$ cat src/rtl/eta_add_sched_if.sv
// Operand/result handshake bundle for the ETA adder sequencer.
interface eta_add_sched_if #(
  parameter int unsigned WIDTH = 32
);
  logic             in_valid;
  logic             in_ready;
  logic [WIDTH-1:0] in_a;
  logic [WIDTH-1:0] in_b;
  logic [1:0]       in_mode;
  logic             out_valid;
  logic             out_ready;
  logic [WIDTH:0]   out_sum;
  logic             out_approx;
  logic             out_detect;

  modport master (
    output in_valid, in_a, in_b, in_mode, out_ready,
    input  in_ready, out_valid, out_sum, out_approx, out_detect
  );

  modport slave (
    input  in_valid, in_a, in_b, in_mode, out_ready,
    output in_ready, out_valid, out_sum, out_approx, out_detect
  );
endinterface

$ cat src/rtl/eta_add_sched.sv
// Sequencing controller around an error-tolerant adder: single-cycle
// approximate sum, iterative slice-wide exact sum, or auto-correction,
// plus saturating statistics on approximation events.
module eta_add_sched #(
  parameter int unsigned WIDTH       = 32,
  parameter int unsigned APPROX_BITS = 20,
  parameter int unsigned SLICE       = 4,
  parameter int unsigned CNT_W       = 16
) (
  input  logic             clk,
  input  logic             rst_n,
  eta_add_sched_if.slave   bus,
  input  logic             clr_stats,
  output logic             busy,
  output logic [CNT_W-1:0] stat_ops,
  output logic [CNT_W-1:0] stat_detect,
  output logic [CNT_W-1:0] stat_fixed
);

  localparam int unsigned NSLICE = WIDTH / SLICE;
  localparam int unsigned KW     = (NSLICE > 1) ? $clog2(NSLICE) : 1;
  localparam int unsigned HI_W   = WIDTH - APPROX_BITS;

  typedef enum logic [1:0] {
    S_IDLE,
    S_EVAL,
    S_CORRECT,
    S_HOLD
  } state_t;

  state_t           state_q, state_d;
  logic [WIDTH-1:0] a_q, a_d;
  logic [WIDTH-1:0] b_q, b_d;
  logic [1:0]       mode_q, mode_d;
  logic [WIDTH:0]   sum_q, sum_d;
  logic             approx_q, approx_d;
  logic             detect_q, detect_d;
  logic             fixed_q, fixed_d;
  logic             carry_q, carry_d;
  logic [KW-1:0]    k_q, k_d;
  logic [CNT_W-1:0] ops_q, ops_d;
  logic [CNT_W-1:0] det_cnt_q, det_cnt_d;
  logic [CNT_W-1:0] fix_cnt_q, fix_cnt_d;

  logic [APPROX_BITS-1:0] gen;
  logic [APPROX_BITS-1:0] ctl;
  logic [HI_W:0]          hi_sum;
  logic [WIDTH:0]         eta_sum;
  logic                   detect;
  logic [SLICE:0]         slice_sum;
  logic                   retire;

  function automatic logic [CNT_W-1:0] sat_inc(input logic [CNT_W-1:0] v);
    return (&v) ? v : v + 1'b1;
  endfunction

  // ETA datapath on the latched operands plus the one-slice ripple adder.
  always_comb begin
    gen = a_q[APPROX_BITS-1:0] & b_q[APPROX_BITS-1:0];
    ctl = '0;
    ctl[APPROX_BITS-1] = gen[APPROX_BITS-1];
    // Suffix-OR from the top of the low segment downwards.
    for (int unsigned i = 1; i < APPROX_BITS; i++) begin
      ctl[APPROX_BITS-1-i] = ctl[APPROX_BITS-i] | gen[APPROX_BITS-1-i];
    end
    hi_sum    = {1'b0, a_q[WIDTH-1:APPROX_BITS]} + {1'b0, b_q[WIDTH-1:APPROX_BITS]};
    eta_sum   = {hi_sum, ctl | (a_q[APPROX_BITS-1:0] ^ b_q[APPROX_BITS-1:0])};
    detect    = |gen;
    slice_sum = {1'b0, a_q[k_q*SLICE +: SLICE]} + {1'b0, b_q[k_q*SLICE +: SLICE]}
              + {{SLICE{1'b0}}, carry_q};
  end

  // Next-state, datapath register updates and handshake outputs.
  always_comb begin
    state_d      = state_q;
    a_d          = a_q;
    b_d          = b_q;
    mode_d       = mode_q;
    sum_d        = sum_q;
    approx_d     = approx_q;
    detect_d     = detect_q;
    fixed_d      = fixed_q;
    carry_d      = carry_q;
    k_d          = k_q;
    bus.in_ready = 1'b0;
    retire       = 1'b0;
    case (state_q)
      S_IDLE: begin
        bus.in_ready = 1'b1;
        if (bus.in_valid) begin
          a_d     = bus.in_a;
          b_d     = bus.in_b;
          mode_d  = bus.in_mode;
          state_d = S_EVAL;
        end
      end
      S_EVAL: begin
        detect_d = detect;
        if (mode_q == 2'd0 || (mode_q == 2'd2 && !detect)) begin
          sum_d    = eta_sum;
          approx_d = detect;
          fixed_d  = 1'b0;
          state_d  = S_HOLD;
        end else begin
          carry_d = 1'b0;
          k_d     = '0;
          fixed_d = 1'b1;
          state_d = S_CORRECT;
        end
      end
      S_CORRECT: begin
        sum_d[k_q*SLICE +: SLICE] = slice_sum[SLICE-1:0];
        carry_d = slice_sum[SLICE];
        k_d     = k_q + 1'b1;
        if (k_q == KW'(NSLICE - 1)) begin
          sum_d[WIDTH] = slice_sum[SLICE];
          approx_d     = 1'b0;
          state_d      = S_HOLD;
        end
      end
      S_HOLD: begin
        bus.in_ready = bus.out_ready;
        if (bus.out_ready) begin
          retire = 1'b1;
          if (bus.in_valid) begin
            a_d     = bus.in_a;
            b_d     = bus.in_b;
            mode_d  = bus.in_mode;
            state_d = S_EVAL;
          end else begin
            state_d = S_IDLE;
          end
        end
      end
      default: state_d = S_IDLE;
    endcase
  end

  // Statistics: bump on retirement, clear wins over a same-cycle bump.
  always_comb begin
    ops_d     = ops_q;
    det_cnt_d = det_cnt_q;
    fix_cnt_d = fix_cnt_q;
    if (clr_stats) begin
      ops_d     = '0;
      det_cnt_d = '0;
      fix_cnt_d = '0;
    end else if (retire) begin
      ops_d = sat_inc(ops_q);
      if (detect_q) det_cnt_d = sat_inc(det_cnt_q);
      if (fixed_q)  fix_cnt_d = sat_inc(fix_cnt_q);
    end
  end

  // State and datapath registers with synchronous active-low reset.
  always_ff @(posedge clk) begin
    if (!rst_n) begin
      state_q   <= S_IDLE;
      a_q       <= '0;
      b_q       <= '0;
      mode_q    <= '0;
      sum_q     <= '0;
      approx_q  <= 1'b0;
      detect_q  <= 1'b0;
      fixed_q   <= 1'b0;
      carry_q   <= 1'b0;
      k_q       <= '0;
      ops_q     <= '0;
      det_cnt_q <= '0;
      fix_cnt_q <= '0;
    end else begin
      state_q   <= state_d;
      a_q       <= a_d;
      b_q       <= b_d;
      mode_q    <= mode_d;
      sum_q     <= sum_d;
      approx_q  <= approx_d;
      detect_q  <= detect_d;
      fixed_q   <= fixed_d;
      carry_q   <= carry_d;
      k_q       <= k_d;
      ops_q     <= ops_d;
      det_cnt_q <= det_cnt_d;
      fix_cnt_q <= fix_cnt_d;
    end
  end

  assign bus.out_valid  = (state_q == S_HOLD);
  assign bus.out_sum    = sum_q;
  assign bus.out_approx = approx_q;
  assign bus.out_detect = detect_q;
  assign busy           = (state_q != S_IDLE);
  assign stat_ops       = ops_q;
  assign stat_detect    = det_cnt_q;
  assign stat_fixed     = fix_cnt_q;

endmodule

$ cat src/flat_wrapper.sv
// flat-port wrapper written by rule: the top's interface ports become plain ports
module eta_add_sched_flat 
#(
  parameter int unsigned WIDTH       = 32,
  parameter int unsigned APPROX_BITS = 20,
  parameter int unsigned SLICE       = 4,
  parameter int unsigned CNT_W       = 16
)
  (clk, rst_n, clr_stats, busy, stat_ops, stat_detect, stat_fixed, bus_in_valid, bus_in_a, bus_in_b, bus_in_mode, bus_out_ready, bus_in_ready, bus_out_valid, bus_out_sum, bus_out_approx, bus_out_detect);
  eta_add_sched_if #(.WIDTH(WIDTH)) bus_i ();
  input  logic clk;
  input  logic rst_n;
  input  logic clr_stats;
  output logic busy;
  output logic [CNT_W-1:0] stat_ops;
  output logic [CNT_W-1:0] stat_detect;
  output logic [CNT_W-1:0] stat_fixed;
  input wire logic [$bits(bus_i.in_valid)-1:0] bus_in_valid;
  input wire logic [$bits(bus_i.in_a)-1:0] bus_in_a;
  input wire logic [$bits(bus_i.in_b)-1:0] bus_in_b;
  input wire logic [$bits(bus_i.in_mode)-1:0] bus_in_mode;
  input wire logic [$bits(bus_i.out_ready)-1:0] bus_out_ready;
  output wire logic [$bits(bus_i.in_ready)-1:0] bus_in_ready;
  output wire logic [$bits(bus_i.out_valid)-1:0] bus_out_valid;
  output wire logic [$bits(bus_i.out_sum)-1:0] bus_out_sum;
  output wire logic [$bits(bus_i.out_approx)-1:0] bus_out_approx;
  output wire logic [$bits(bus_i.out_detect)-1:0] bus_out_detect;
  assign bus_i.in_valid = bus_in_valid;
  assign bus_i.in_a = bus_in_a;
  assign bus_i.in_b = bus_in_b;
  assign bus_i.in_mode = bus_in_mode;
  assign bus_i.out_ready = bus_out_ready;
  assign bus_in_ready = bus_i.in_ready;
  assign bus_out_valid = bus_i.out_valid;
  assign bus_out_sum = bus_i.out_sum;
  assign bus_out_approx = bus_i.out_approx;
  assign bus_out_detect = bus_i.out_detect;
  eta_add_sched #(.WIDTH(WIDTH), .APPROX_BITS(APPROX_BITS), .SLICE(SLICE), .CNT_W(CNT_W)) u_core (.clk(clk), .rst_n(rst_n), .bus(bus_i), .clr_stats(clr_stats), .busy(busy), .stat_ops(stat_ops), .stat_detect(stat_detect), .stat_fixed(stat_fixed));
endmodule
$ cat config.mk
export PLATFORM = sky130hd
export DESIGN_NAME = eta_add_sched_flat
export DESIGN_NICKNAME = d
export VERILOG_FILES = /design/src/rtl/eta_add_sched_if.sv /design/src/rtl/eta_add_sched.sv /design/src/flat_wrapper.sv
export SDC_FILE = /design/constraint.sdc
export NUM_CORES = 1
export LEC_CHECK = 0
export CAP_MARGIN = 40
export CORE_MARGIN = 2
export CORE_UTILIZATION = 50
export CTS_CLUSTER_DIAMETER = 200
export CTS_CLUSTER_SIZE = 25
export DETAILED_ROUTE_END_ITERATION = 12
export PLACE_DENSITY = 0.77
export RECOVER_POWER = 100
export SKIP_CTS_REPAIR_TIMING = 1
export SLEW_MARGIN = 20
export SYNTH_ARGS = -nofsm -noshare
export SYNTH_HDL_FRONTEND = slang
export SYNTH_SLANG_ARGS = --single-unit
$ cat constraint.sdc
create_clock -name clk -period 5.1 [get_ports clk]
set_clock_uncertainty 0.05 [all_clocks]
set_input_delay 1.53 -clock clk [delete_from_list [all_inputs] [get_ports clk]]
set_output_delay 1.53 -clock clk [all_outputs]
set_load 0.05 [all_outputs]
======== Word level (Yosys, flattened, before mapping) ========
Cells that the tools add are included.
cells by class
  add/sub/neg operators ................... 8
  eq/ne operators ......................... 10
  shifts and indexed selects .............. 4
  mux-type cells .......................... 30
  bitwise operators ....................... 26
  reduce and logical (&&, ||, !) cells .... 21
operators with widths
  kind                                                   count
  two-way mux 32 bit                                     4
  case mux 32 bit (2 select lines)                       2
  case mux 33 bit (2 select lines)                       1
  variable part select 32 x 6 -> 4 bit                   2
  adder 16 x 1 -> 16 bit, second input constant          3
  AND reduction 16 bit                                   3
  negator 5 -> 34 bit                                    1
  variable shift 4 x 34 -> 33 bit, first input constant  1
  variable part select 4 x 34 -> 33 bit                  1
  bitwise mux 33 bit                                     1
  two-way mux 33 bit                                     1
  bitwise AND 20 bit                                     1
  bitwise OR 20 bit                                      1
  OR reduction 20 bit                                    1
  XOR 20 bit                                             1
  bitwise OR 1 bit                                       19
  adder 12 x 12 -> 13 bit                                1
  AND reduction 3 bit                                    4
  two-way mux 2 bit                                      5
  two-way mux 1 bit                                      9
  case mux 2 bit (4 select lines)                        1
  AND reduction 2 bit                                    4
  == test 2 bit, second input constant                   3
  != test 2 bit, second input constant                   3
  other kinds (17)                                       26
word-level totals
  flip-flop bits (word level) ............. 156
  input bits .............................. 71
  output and inout port bits .............. 86
  word-level logic and storage cells ...... 112

======== Logic depth before layout (Yosys ltp) ========
Gate-level depths: netlist of run 1.
  word-level depth ........................ 23
  mapped depth ............................ 14
  gate-level depth less buffers ........... 12

======== Least setup slack after synthesis of run 1 ========
OpenSTA, ideal clock, no wires.
  kind .................................... in2out
  start point ............................. input port bus_out_ready
  end point ............................... output port bus_in_ready
  arrival time ............................ 2529 ps
  required time ........................... 3520 ps
  slack ................................... 991 ps
  stages on the path ...................... 4
  buffers on the path ..................... 1
  path through ............................ and2_1 > clkbuf_1 > nor2_1 > nor2_1
on the way
  longest elaborated chain between the ends .. 1
RTL lines
  what                             line                 text
  start, declared                  flat_wrapper.sv:22   input wire logic [$bits(bus_i.out_ready)-1:0] bus_out_ready;
  case mux 1 bit (2 select lines)  eta_add_sched.sv:87  case (state_q)
  end, declared                    flat_wrapper.sv:23   output wire logic [$bits(bus_i.in_ready)-1:0] bus_in_ready;
No other way between the ends.

======== Worst setup path in the final report of run 1 ========
Same ends and word-level chain as after synthesis.

==> results.sh, run 1 <==
export IMPL_vias=7878
export IMPL_grtUsageTotal_pct=27.7
export IMPL_dieArea_sq_um=17600
export IMPL_viasPerCell=5.70
export IMPL_grt_max_degree=67
export IMPL_p_sw_mw=2.37
export IMPL_fin_tns_setup_ns=0
export IMPL_dp_hpwl_mm=17.9
export IMPL_layout_drive_gt1_share_pct=6.45
export IMPL_core_rowCount=47
export IMPL_io_pins=157
export IMPL_hold_violations=0
export IMPL_ys_warn_count=0
export IMPL_synth_edf_count=0
export IMPL_crit_chain="clkdlybuf4s50_1 -> and2_0 -> nor2_1 -> nor2_1 -> buf_12"
export IMPL_yosys_top_cells_area="dfxtp_1 (38%), nand2_1 (9.1%), ha_1 (7.2%)"
export IMPL_critPathSlowestCell="clkdlybuf4s50_1"
export IMPL_n_antenna_cell=0
export IMPL_synth_top_area_cell="dfxtp_1"
export IMPL_drt_total_wl_mm=23.9
export IMPL_power_internal_mw=3.06
export IMPL_drc=0
export IMPL_synth_cell_types=69
export IMPL_seq_power_share_pct=29.9
export IMPL_die_w_um=133
export IMPL_critical_path_top_delay_family="simple AND/OR/NAND/NOR gates"
export IMPL_grt_pass1_vias=7551
export IMPL_min_path_cells=2
export IMPL_power_density_nw_per_um2=511
export IMPL_gp_congestion=0.953
export IMPL_syn_num_nets=1130
export IMPL_worst_slew_pin_slew_ns=2.03
export IMPL_synth_commonest_cells="nand2_1 (201), dfxtp_1 (156), nor2_1 (109)"
export IMPL_cts_max_level=4
export IMPL_nNetsFinal=1271
export IMPL_critPathMostFrequentCell="nor2_1"
export IMPL_min_from="u_core.bus.out_sum[0]"
export IMPL_ant_nets=0
export IMPL_yosys_register_bits=156
export IMPL_final_util_pct=64.9
export IMPL_cap_violations=1
export IMPL_postSynth_asyncResetShare_pct=0
export IMPL_synthCells=1008
export IMPL_p_leak_nw=4.35
export IMPL_portBuffers=156
export IMPL_cp_data_required_time_ns=3.52
export IMPL_syn_area_sq_um=8290
export IMPL_r2r_start="u_core.k_q[0]"
export IMPL_antenna_found_initial=1
export IMPL_swShare_pct=43.7
export IMPL_worstRegToRegCells=13
export IMPL_crit_buf_inv=2
export IMPL_ir_worst_vdd_mv=0.345
export IMPL_synth_top_area_share_pct=37.7
export IMPL_rsz0062_at_grt="no"
export IMPL_fin_crit_sh_pct=87.9
export IMPL_clk_pin_slew_worst_paths_ns=0.06
export IMPL_grt_overflow=0
export IMPL_finalCriticalPeriod_ns=4.48
export IMPL_initial_core_util_pct=50.5
export IMPL_setup_viol=0
export IMPL_drtPass1Iterations=5
export IMPL_grt_pass1_wl_mm=39.0
export IMPL_synth_area_per_cell_sq_um=8.22
export IMPL_slowest_delay_ns=0.51
export IMPL_combPwrFrac_pct=47.1
export IMPL_cts_made_buffers=17
export IMPL_clock_sinks=156
export IMPL_end_kind="primary output"
export IMPL_fmax_mhz=223
export IMPL_drv_slew=49
export IMPL_power_share_clock_pct=22.9
export IMPL_clockBufferDepth=2
export IMPL_reg2reg_slack_ns=1.12
export IMPL_detail_route_wl_per_cell_um=17.3
export IMPL_failed_checks="capacitance limit, slew limit"
export IMPL_cp_arrival_ns=2.90
export IMPL_critical_path_class="primary input to primary output"
export IMPL_status="finished, violations left"
export IMPL_cts_root_buf="clkbuf_16"
export IMPL_synth_most_common_cell="nand2_1"
export IMPL_start_kind="primary input"
export IMPL_cts_tree="yes"
export IMPL_r2r_end="u_core.bus.out_sum[23]"
export IMPL_synthToLayoutAreaGrowth_pct=28.4
export IMPL_holdCritPathClass="register to register"
export IMPL_path_max_fanout=6
export IMPL_yosysSeqAreaShare_pct=37.7
export IMPL_hold_end="u_core.bus.out_sum[0]"
export IMPL_core_area_sq_um=16400
export IMPL_synth_ff_type="dfxtp_1"
export IMPL_die_y_um=133
export IMPL_slew_headroom_pct=-35.7
export IMPL_drt_initial_drc_count=511
export IMPL_insertion_delay_ns=0.43
[state kept, by name, indices dropped and copies added (netlist names)]
| signal | count |
|---|---|
| u_core.k_q | 3 |
| u_core.carry_q | 1 |
| u_core.fixed_q | 1 |
| u_core.bus.out_approx | 1 |
| u_core.mode_q | 2 |
| u_core.bus.out_detect | 1 |
| u_core.state_q | 2 |
| u_core.stat_fixed | 16 |
| u_core.bus.out_sum | 33 |
| u_core.stat_ops | 16 |
| u_core.stat_detect | 16 |
| u_core.b_q | 32 |
| u_core.a_q | 32 |
[cell type report]
cell class	count	area, sq um
fill	1390	5770
multi-input combinational	776	4900
sequential	156	3120
timing repair buffer	171	1660
clock buffer	20	467
tap	220	275
clock inverter	12	114
inverter	27	101
[worst min-delay path, delay by kind of cell, from the launching register on]
kind | cells | cell delay (ns)
mux | 1 | 0.05
flops | 1 | 0.30
simple gates | 1 | 0.05
[cells in the final DEF (no fill, tap or decap), types with 4 or more instances in the layout]
cell type	instances
inv_1	25
ha_1	48
dlygate4sd3_1	86
and3_1	12
a211oi_1	19
nor2b_1	6
or2_2	5
mux4_2	15
nor3_1	14
clkbuf_16	17
and4_1	12
o211a_1	8
clkdlybuf4s50_1	69
nand2b_1	6
o21ai_0	26
xnor2_1	19
a31oi_1	4
o221ai_1	4
mux2i_1	8
nor3b_1	5
a311oi_1	4
a21oi_1	101
clkbuf_1	6
or3_1	13
nor4_1	6
nand3_1	24
xor2_1	29
nand4_1	14
nand2_1	201
and2_1	5
clkinvlp_4	4
nor2_1	108
o32ai_1	4
buf_4	6
dfxtp_1	156
[kinds of logic after synthesis]
kind of cell,share of synthesized area (%)
fa+ha+maj,7.97
buf+inv,3.49
flops,37.7
simple gates,24.4
mux,5.36
xor+xnor,5.07
compound gates,16.1
[how the worst max path moves through the flow]
stage / start / endpoint / cells after the start
floorplan: bus_out_ready / bus_in_ready / 4
global placement: bus_out_ready / bus_in_ready / 5
detailed placement: bus_out_ready / bus_in_ready / 5
CTS: bus_out_ready / bus_in_ready / 5
global route: rst_n / u_core.bus.out_detect / 5
finish: bus_out_ready / bus_in_ready / 5
[stage by stage]
stage	worst slack [ns]	hold WS, ns	std cells	total power [mW]	area [sq um]
6_report	0.619	0.407	1382	5.44	10600
5_1_grt	0.499	0.438	1382	5.74	10600
4_1_cts	0.711	0.414	1381	5.46	10700
3_5_place_dp	0.727	0.405	1349	4.20	10100
3_3_place_gp	0.767	0.395	1347	4.18	10100
2_1_floorplan	0.991	0.398	1008	3.33	8290
[routing by layer]
metal  wire length, um  share of wire, %  GRT usage (%)  vias to the layer above
met1             10400                43           35.0                     3670
li1                  -                 -              -                     3852
met3              1370               5.7           4.79                       58
met5                11             0.046              0                        -
met4               740               3.1           11.4                        2
met2             11500                48           46.8                      296
[power by group through the flow]
stage	registers, mW	logic, mW	clock network [mW]
3_5_place_dp	1.65	2.55	0
3_3_place_gp	1.65	2.53	0
2_1_floorplan	1.86	1.48	0
4_1_cts	1.63	2.57	1.26
6_report	1.63	2.56	1.25
5_1_grt	1.65	2.77	1.32
Power figures use the tool's default switching activity.
==> run 2, diff against run 1 <==
--- a/config.mk
+++ b/config.mk
@@ -7,3 +7,3 @@
 export LEC_CHECK = 0
-export CAP_MARGIN = 40
+export CAP_MARGIN = 20
 export CORE_MARGIN = 2
==> constraint.sdc (replaced) <==
create_clock -name clk -period 5.1 [get_ports clk]
set_clock_uncertainty 0.05 [all_clocks]
set_input_delay 1.02 -clock clk [delete_from_list [all_inputs] [get_ports clk]]
set_output_delay 1.02 -clock clk [all_outputs]
set_load 0.05 [all_outputs]
==> results.sh, run 2 (synthesis results as in run 1) <==
export IMPL_grtUsageMet3_pct=5.25
export IMPL_power_internal_mw=3.15
export IMPL_cts_tree="yes"
export IMPL_dp_hpwl_mm=17.9
export IMPL_seq_power_share_pct=29.9
export IMPL_ir_worst_vdd_mv=0.322
export IMPL_antenna_found_initial=1
export IMPL_grt_overflow=0
export IMPL_fin_crit_sh_pct=85.5
export IMPL_layout_drive_gt1_share_pct=5.79
export IMPL_setup_viol=0
export IMPL_clock_sinks=156
export IMPL_most_common_layout_cells="nand2_1 (201), dfxtp_1 (156), nor2_1 (108)"
export IMPL_critical_path_class="primary input to register"
export IMPL_power_density_nw_per_um2=516
export IMPL_core_area_sq_um=16400
export IMPL_busiest_layer="met2"
export IMPL_cts_made_buffers=17
export IMPL_setup_ws_ns=0.742
export IMPL_n_antenna_cell=0
export IMPL_reg2reg_slack_ns=0.88
export IMPL_cts_root_buf="clkbuf_16"
export IMPL_crit_chain="dlygate4sd3_1 -> clkbuf_1 -> inv_1 -> buf_4 -> a311oi_1"
export IMPL_drt_total_wl_mm=23.7
export IMPL_insertion_delay_ns=0.43
export IMPL_critPathSlowestCell="inv_1"
export IMPL_start_kind="primary input"
export IMPL_drv_slew=112
export IMPL_slew_headroom_pct=-33.8
export IMPL_worstRegToRegCells=12
export IMPL_die_y_um=133
export IMPL_cp_data_required_time_ns=5.39
export IMPL_fin_tns_setup_ns=0
export IMPL_p_sw_mw=2.34
export IMPL_p_leak_nw=4.35
export IMPL_grt_pass1_wl_mm=38.5
export IMPL_cap_violations=2
export IMPL_ant_nets=0
export IMPL_clk_pin_slew_worst_paths_ns=0.06
export IMPL_die_w_um=133
export IMPL_gp_congestion=0.934
export IMPL_min_from="u_core.bus.out_sum[0]"
export IMPL_detail_route_wl_per_cell_um=17.2
export IMPL_drtPass1Iterations=5
export IMPL_finalCriticalPeriod_ns=4.36
export IMPL_end_kind="register"
export IMPL_fillerInstances=1399
export IMPL_cts_max_level=4
export IMPL_grtUsageTotal_pct=27.4
export IMPL_grt_max_degree=63
export IMPL_crit_start="rst_n"
export IMPL_cp_arrival_ns=4.65
export IMPL_swShare_pct=42.6
export IMPL_core_rowCount=47
export IMPL_holdCritPathClass="register to register"
export IMPL_clockBufferDepth=2
export IMPL_drc=0
export IMPL_fmax_mhz=229
export IMPL_final_common_cell="nand2_1"
export IMPL_slowest_delay_ns=1.27
export IMPL_nNetsFinal=1266
export IMPL_failed_checks="capacitance limit, slew limit"
export IMPL_hold_violations=0
export IMPL_viasPerCell=5.71
export IMPL_synthToLayoutAreaGrowth_pct=28.3
export IMPL_endpoint="u_core.bus.out_detect"
export IMPL_portBuffers=156
export IMPL_combPwrFrac_pct=45.4
export IMPL_grt_pass1_vias=7401
export IMPL_power_share_clock_pct=24.8
export IMPL_dp_slack_ns=1.13
export IMPL_rsz0062_at_grt="no"
export IMPL_dieArea_sq_um=17600
export IMPL_path_max_fanout=62
export IMPL_drt_initial_drc_count=501
export IMPL_largest_reg_flops=33
export IMPL_io_pins=157
export IMPL_r2r_start="u_core.k_q[0]"
export IMPL_vias=7863
export IMPL_worst_slew_pin_slew_ns=2.01
export IMPL_use_met1_pct=35.6
export IMPL_grtUsageMet2_pct=44.0
export IMPL_initial_core_util_pct=50.5
export IMPL_status="finished, violations left"
export IMPL_r2r_end="u_core.bus.out_sum[23]"
run 2: per-layer routing:
metal	vias up	routed length [um]
met5	-	10
met4	2	900
met3	53	1280
met2	269	11000
met1	3694	10500
li1	3845	-
run 2: cell type report:
type | count | area (sq um) | area share, %
Sequential cell | 156 | 3120 | 29.4
Clock buffer | 19 | 443 | 4.17
Timing Repair Buffer | 166 | 1630 | 15.3
Clock inverter | 13 | 190 | 1.79
Inverter | 27 | 101 | 0.953
Multi-Input combinational cell | 776 | 4870 | 45.8
Tap cell | 220 | 275 | 2.59
run 2: power groups by stage:
stage	Sequential, mW	Combinational (mW)	Clock, mW
after floorplan	1.86	1.48	0
after global placement	1.66	2.49	0
after detailed placement	1.66	2.51	0
after CTS	1.64	2.52	1.37
after global routing	1.66	2.72	1.43
final	1.64	2.49	1.36
run 2: worst min-delay path by stage:
stage,endpoint,cells past startpoint
6_report,u_core.bus.out_sum[0],2
4_1_cts,u_core.bus.out_sum[0],2
3_5_place_dp,u_core.bus.out_sum[0],2
3_3_place_gp,u_core.bus.out_sum[1],2
2_1_floorplan,u_core.a_q[23],2
5_1_grt,u_core.bus.out_sum[3],2
run 2: critical path: cells and delay by family:
kind                   cells  cell delay [ns]
buffers and inverters      4             3.37
AO/OA/AOI/OAI              1             0.22
run 2: stage by stage:
| step | area [sq um] | std cells | util, % | hold WS, ns | power [mW] |
|---|---|---|---|---|---|
| floorplan | 8290 | 1008 | - | 0.398 | 3.33 |
| global placement | 10000 | 1345 | 61.2 | 0.398 | 4.15 |
| detailed placement | 10000 | 1345 | 61.2 | 0.403 | 4.17 |
| CTS | 10700 | 1377 | 65.0 | 0.412 | 5.54 |
| global route | 10600 | 1377 | 64.8 | 0.449 | 5.81 |
| finish | 10600 | 1377 | 64.8 | 0.404 | 5.49 |
==> run 3, diff against run 2 <==
ABC_CLOCK_PERIOD_IN_PS = 5100   (was not set)
==> results of run 3 <==
The final DEF is identical to that of run 2; final timing and power are the same.
